===== config.mk =====
export PLATFORM = sky130hd
export DESIGN_NAME = line_clear_engine
export DESIGN_NICKNAME = d
export VERILOG_FILES = /design/src/rtl/line_clear_engine.sv
export SDC_FILE = /design/constraint.sdc
export NUM_CORES = 1
export LEC_CHECK = 0
export CAP_MARGIN = 10
export CORE_ASPECT_RATIO = 0.75
export CORE_UTILIZATION = 47
export DETAILED_ROUTE_END_ITERATION = 16
export PLACE_DENSITY_LB_ADDON = 0.12
export SETUP_SLACK_MARGIN = 0.02
export SYNTH_ARGS = -nofsm -noshare
export SYNTH_HDL_FRONTEND = slang
export SYNTH_SLANG_ARGS = --single-unit

===== constraint.sdc =====
create_clock -name clock -period 2.7 [get_ports clock]
set_clock_uncertainty 0.05 [all_clocks]
set_input_delay 0.27 -clock clock [delete_from_list [all_inputs] [get_ports clock]]
set_output_delay 0.27 -clock clock [all_outputs]
set_load 0.03 [all_outputs]

===== src/rtl/line_clear_engine.sv =====
// Tetris line-clear stage: scans the captured board one row per cycle, removes full rows and settles the rest downward.
// Optional scoring is built only when LINE_CLEAR_SCORE_EN is defined.
module line_clear_engine #(
    parameter int ROWS = 20,
    parameter int COLS = 10,
    localparam int BITS = ROWS * COLS,
    localparam int RW   = $clog2(ROWS + 1)
) (
    input  logic            clock,
    input  logic            resetn,
    input  logic            start,
    input  logic [BITS-1:0] board_in,
    output logic [BITS-1:0] board_out,
    output logic            busy,
    output logic            done,
    output logic [RW-1:0]   lines_cleared,
    output logic [15:0]     score
);

    typedef enum logic {
        IDLE = 1'b0,
        SCAN = 1'b1
    } state_t;

    state_t          state;
    logic [BITS-1:0] work;
    logic [RW-1:0]   r;
    logic [RW-1:0]   count;

    logic            row_full;
    logic            last_row;
    logic            final_edge;
    logic [BITS-1:0] collapsed;

    // NOTE: every always_comb output gets a default first so no path can infer a latch.
    always_comb begin
        row_full  = &work[int'(r)*COLS +: COLS];
        last_row  = (r == RW'(ROWS - 1));
        collapsed = '0;
        for (int i = 0; i < ROWS; i++) begin
            if (i < int'(r)) begin
                collapsed[i*COLS +: COLS] = work[i*COLS +: COLS];
            end else if (i < ROWS - 1) begin
                collapsed[i*COLS +: COLS] = work[(i+1)*COLS +: COLS];
            end
        end
    end

    assign final_edge = (state == SCAN) && !row_full && last_row;

    // NOTE: sequential state uses non-blocking assignments only, so every register samples pre-edge values.
    // NOTE: the work register is reset too, so an abandoned run leaves no stale board behind.
    always_ff @(posedge clock) begin
        if (!resetn) begin
            state         <= IDLE;
            work          <= '0;
            r             <= '0;
            count         <= '0;
            board_out     <= '0;
            lines_cleared <= '0;
            busy          <= 1'b0;
            done          <= 1'b0;
        end else begin
            case (state)
                IDLE: begin
                    done <= 1'b0;
                    if (start) begin
                        work  <= board_in;
                        r     <= '0;
                        count <= '0;
                        busy  <= 1'b1;
                        state <= SCAN;
                    end
                end
                SCAN: begin
                    if (row_full) begin
                        // Same row is re-examined: the row above has just dropped into it.
                        work  <= collapsed;
                        count <= count + 1'b1;
                    end else if (!last_row) begin
                        r <= r + 1'b1;
                    end else begin
                        board_out     <= work;
                        lines_cleared <= count;
                        done          <= 1'b1;
                        busy          <= 1'b0;
                        state         <= IDLE;
                    end
                end
                default: state <= IDLE;
            endcase
        end
    end

`ifdef LINE_CLEAR_SCORE_EN
    logic [3:0]  points;
    logic [16:0] score_sum;

    always_comb begin
        case (count)
            RW'(0):  points = 4'd0;
            RW'(1):  points = 4'd1;
            RW'(2):  points = 4'd3;
            RW'(3):  points = 4'd5;
            default: points = 4'd8;
        endcase
        score_sum = {1'b0, score} + {13'd0, points};
    end

    always_ff @(posedge clock) begin
        if (!resetn) begin
            score <= '0;
        end else if (final_edge) begin
            score <= score_sum[16] ? 16'hFFFF : score_sum[15:0];
        end
    end
`else
    logic unused_final_edge;
    assign unused_final_edge = final_edge;
    assign score             = '0;
`endif

endmodule

Word level (Yosys, flattened, before mapping)

Cells that the tools add are included.

Logic and storage cells: 145
Register bits after elaboration: 418
Input port bits: 203
Output and inout bits: 223

Multiply operators: 1
Shift-type cells: 1
Add/subtract/negate cells: 2
Bitwise operators: 2
Eq/ne operators: 26
Muxes and demuxes: 40
Magnitude comparators: 20
Reductions and logical operators: 26

Operators by type and width:

| cell                                                       | number |
|---|---|
| two-way mux 200 bit                                        | 2 |
| one-hot mux 200 bit (2 select lines)                       | 1 |
| two-way mux 10 bit                                         | 20 |
| variable part select 200 x 10 -> 10 bit                    | 1 |
| AND reduction 3 bit                                        | 23 |
| != test 2 bit (second input constant)                      | 23 |
| less-than comparator 4 x 5 -> 1 bit (first input constant) | 8 |
| less-than comparator 3 x 5 -> 1 bit (first input constant) | 4 |
| less-than comparator 5 bit (first input constant)          | 4 |
| two-way mux 5 bit                                          | 4 |
| one-hot mux 5 bit (2 select lines)                         | 2 |
| adder 5 x 1 -> 5 bit (second input constant)               | 2 |
| less-than comparator 1 x 5 -> 1 bit (first input constant) | 2 |
| less-than comparator 2 x 5 -> 1 bit (first input constant) | 2 |
| AND reduction 10 bit                                       | 1 |
| multiplier 5 x 3 -> 8 bit (second input constant)          | 1 |
| two-way mux 1 bit                                          | 8 |
| one-hot mux 1 bit (2 select lines)                         | 3 |
| == test 5 bit (second input constant)                      | 1 |
| != test 2 x 1 -> 1 bit (second input constant)             | 2 |
| AND reduction 2 bit                                        | 2 |
| NOT 1 bit                                                  | 2 |

Logic depth before layout (Yosys ltp)

Word-level depth: 5
Depth in mapped cells: 14
Depth with buffers taken out: 8

Least setup slack after synthesis

OpenSTA, ideal clock, no wires.

Kind: register to register
From: register r[2]
To: register work[70]
Library setup time: 0.072 ns
Slack: 0.057 ns
Path buffers: 5
Data arrival time: 2.522 ns
Period minus slack after synthesis: 2.643 ns
Data required time: 2.578 ns
Stages on the path, launching flop included: 14
Cell sequence: dfxtp_1 buf_2 or2_1 buf_2 buf_6 o22ai_1 o21ai_1 nand3_1 nand2_1 or4_1 buf_2 o31ai_2 buf_4 mux2i_1

Longest elaborated chain between the ends: 5
Elaborated cells between the ends (all ways): 7
Those cells by class: mul: 1; order compare: 1; eq/ne: 2; shift: 1; reduce/logical: 2

RTL lines:

| element                                  | line | RTL |
|---|---|---|
| from (decl)                              | 27   | `logic [RW-1:0] r;` |
| from (signal assigned)                   | 81   | `r <= r + 1'b1;` |
| multiplier 5 x 3 -> 8 bit                | 37   | `row_full = &work[int'(r)*COLS +: COLS];` |
| variable part select 200 x 10 -> 10 bit  | 37   |  |
| AND reduction 10 bit                     | 37   |  |
| != test 2 x 1 -> 1 bit (no source line)  | -    |  |
| AND reduction 3 bit (no source line) (*) | -    |  |
| to (signal assigned)                     | 68   | `work <= board_in;` |
| to (signal assigned)                     | 78   | `work <= collapsed;` |
| to (decl)                                | 26   | `logic [BITS-1:0] work;` |

Mark *: on every way between the ends. The rest lies on a longest branch, timed or not.
A chain may end at the register's enable or synchronous reset.

Worst setup path in the final report

From: register r[0]
To: register lines_cleared[4]

Longest elaborated chain between the ends: 5
Elaborated cells between the ends (all ways): 6
Those cells by class: mul: 1; eq/ne: 1; shift: 1; bitwise: 1; reduce/logical: 2

RTL lines:

| element                                  | line | RTL |
|---|---|---|
| multiplier 5 x 3 -> 8 bit                | 37   |  |
| variable part select 200 x 10 -> 10 bit  | 37   |  |
| AND reduction 10 bit                     | 37   |  |
| NOT 1 bit (no source line)               | -    |  |
| AND reduction 3 bit (no source line) (*) | -    |  |
| to (signal assigned)                     | 84   | `lines_cleared <= count;` |
| to (decl)                                | 16   | `output logic [RW-1:0] lines_cleared,` |

Marked as above.

==> metrics.txt <==
proportion of layout cells with a drive suffix above 1 0.1981; post-synthesis mux area share 0.3232; VDD IR max 0.4900 mV; count of clock tree sinks 418; Worst R2R Path Depth 15; Routed Wire Length 77340 µm; Synth Warn # 0; number of flops mapped to enable cells by yosys 0; dominant combinational cell family by area after synthesis multiplexers; Overflow after GRT 0; number of nets in the finished design 2860; share of synthesized cell area in and, or, nand and nor gates 0.1421; setup slack at placement -0.4438 ns; total leakage power 10.71 nW; Tmin final 2.985 ns; dominant cell type by area after synthesis sky130_fd_sc_hd__dfxtp_1; IO Pins 426; global-route wire length before repair 110000 µm; clock transition at the registers of the reported paths 0.07 ns; post-route ant nets 0; antenna violations before repair 4; TritonCTS clock tree done; CTS HTree Levels 2; floorplan die width 240.4 µm; crit path capture type register; Setup Crit Path Kind reg2reg; share of synthesized area occupied by flip-flops and latches 0.4176; area growth from synthesis to layout 44.39%; Max stage delay on crit path 0.46 ns; most common cell after layout, fill and taps aside sky130_fd_sc_hd__nand2_1; Die Footprint 43470 µm²; TritonCTS buffer count 43; fmax 335.1 MHz; standard cell core area 42050 µm²; clock latency on the worst-skew pair 0.56 ns; top cell type's share of synthesized area 0.4176; effective utilization at floorplan 0.4765; Remaining DRCs 0; post-synth cell types 47; number of instances in the synthesized netlist 2174; setup repair after global routing missed its margin true; master of the slowest instance on the critical path sky130_fd_sc_hd__dfxtp_4; Worst Path Arrival 3.41 ns; weighted congestion at the end of routability-driven global placement 0.9578; Most common cell on crit path sky130_fd_sc_hd__buf_12; Min-Delay Path Class in2reg; Final Cycle Share 1.105; required arrival time at the worst endpoint 3.13 ns; cell types occupying the most area after synthesis sky130_fd_sc_hd__dfxtp_1 (42%), sky130_fd_sc_hd__mux2i_1 (23%), sky130_fd_sc_hd__nand2_1 (11%); #FFs+latches synth 418; Cell Pwr Density 530.3 nW/µm²; setup tns final -60.53 ns; Iter 0 DRT Violations 1881; number of maximum-capacitance violations 0; failing checks setup timing; remaining max-slew budget at the tightest pin 0.3023; count of final max-slew check failures 0; via count of the first global-routing pass 17466; DP HPWL 53350 µm; met2 routed WL 32860 µm; final worst-path setup slack -0.2846 ns; Vert. Die Dim 180.8 µm; met1 wire length 34900 µm; Cell Chain, Critical Path buf_12 > buf_12 > mux2i_1 > o22ai_1 > o21ai_1 > nand3_1 > nand4_4 > nor4_4 > buf_4 > nor3_4 > buf_6 > buf_12 > buf_16 > clkbuf_16 > mux2i_1; Hold Buf Count CTS 0; compound-cell area share of the yosys netlist 0.06700; met3 routed wirelength 7811 µm; vias 18455; GRT Util Overall 0.3335; xor-xnor portion of the synthesized cell area 0.0004371; post-layout util 0.6881; Least-Margin Pin Slew 1.044 ns; proportion of synthesized flip-flops having asynchronous set or reset 0; detailed-router iteration count before antenna repair 6; Final Power 15.34 mW; setup violation total in the final timing report 386; number of placement rows 65; Synth Area in Adders 0.001249; run status finished, violations left; worst hold path cell count 3; Critical Path Fanout Max 8; average routed wire per standard cell 23.76 µm; pin count of the biggest net entering global routing 105; Post-Syn Area per Cell 9.217 µm²; final hold violation count 0; via-per-instance ratio 5.670; number of antenna diodes 0; commonest cells after routing, fill and taps aside sky130_fd_sc_hd__nand2_1 (593), sky130_fd_sc_hd__mux2i_1 (433), sky130_fd_sc_hd__dfxtp_1 (415); count of input and output buffers 409; Most used DFF post-synth sky130_fd_sc_hd__dfxtp_1; Clock Tree Buf Depth 3; root cell of the clock tree sky130_fd_sc_hd__clkbuf_16; top sig layer met5; Startpoint Class register; combined area of all synthesized cells 20040 µm²
## stage by stage
stage	std cells	hold WS (ns)	area [µm²]
2_1_floorplan	2189	0.3742	20090
3_3_place_gp	3111	0.3935	25340
3_5_place_dp	3111	0.3949	25340
4_1_cts	3218	0.07817	27840
5_1_grt	3255	0.1012	28930
6_report	3255	0.09611	28930
## routing by layer
metal	vias up	global-route usage
met3	129	0.09213
met4	4	0.07949
met1	8949	0.4894
met5	-	0
li1	8496	-
met2	877	0.4783
## cells in the mapped netlist (all sizes together) (12+ instances only)
cell type,n
o22ai,51
mux2i,467
nor2,57
o21ai,52
nand3,18
or3,13
clkbuf,116
nand4,12
a21oi,28
o211ai,15
dfxtp,418
buf,82
mux2,160
nand2,596
## final cells by class
class,count,area (µm²)
fillers,3313,13120
flip-flops and latches,418,8377
clock buffers,69,1346
repair buffers,619,6925
multi-input cells,1570,11490
well taps,569,711.9
clock inverters,7,70.07
inverters,3,11.26
## power by group
group	switching, mW	internal [mW]	leakage, nW	total (mW)
registers	0.332	6.40	3.40	6.73
clock network	2.58	3.50	0.695	6.08
logic	1.26	1.26	6.62	2.52
total	4.17	11.2	10.7	15.3
## critical path, delay by kind of cell (launching register included)
family	cells	cell delay [ns]
and+or+nand+nor	4	0.50
DFF	1	0.46
buffers and inverters	7	1.10
muxes	2	0.43
AOI/OAI and AO/OA	2	0.34
## final timing paths
path              slack, ns                       endpoint                  startpoint
setup / recovery      -0.28  lines_cleared[4]$_SDFFE_PN0P_           r[0]$_SDFFE_PN0P_
hold / removal          0.1         work[111]$_SDFFE_PN0P_                      resetn
hold reg to reg        0.41     board_out[30]$_SDFFE_PN0P_  board_out[30]$_SDFFE_PN0P_
setup reg to reg      -0.28  lines_cleared[4]$_SDFFE_PN0P_           r[0]$_SDFFE_PN0P_
## state kept, by name, summed over array words and instances, names as in the netlist
| name | flops |
|---|---|
| state | 1 |
| count | 5 |
| busy | 1 |
| work | 200 |
| board_out | 200 |
| lines_cleared | 5 |
| done | 1 |
| r | 5 |
## kinds of logic (layout without fill, tap and decap cells)
kind of cell | Yosys count | after routing
compound gates | 207 | 207
xor+xnor | 1 | 1
fa+ha+maj | 2 | 2
buf+inv | 201 | 698
flops | 418 | 418
mux | 627 | 627
other cells | 1 | 16
simple gates | 717 | 717
## timing repair
action | in CTS | in global routing
cloned | 20 | 24
setup endpoints to repair | 416 | 418
pin swaps | 21 | 26
resized for setup | 145 | 101
buffers inserted | 14 | 18
Note: power is estimated with default switching activity, not from simulation.
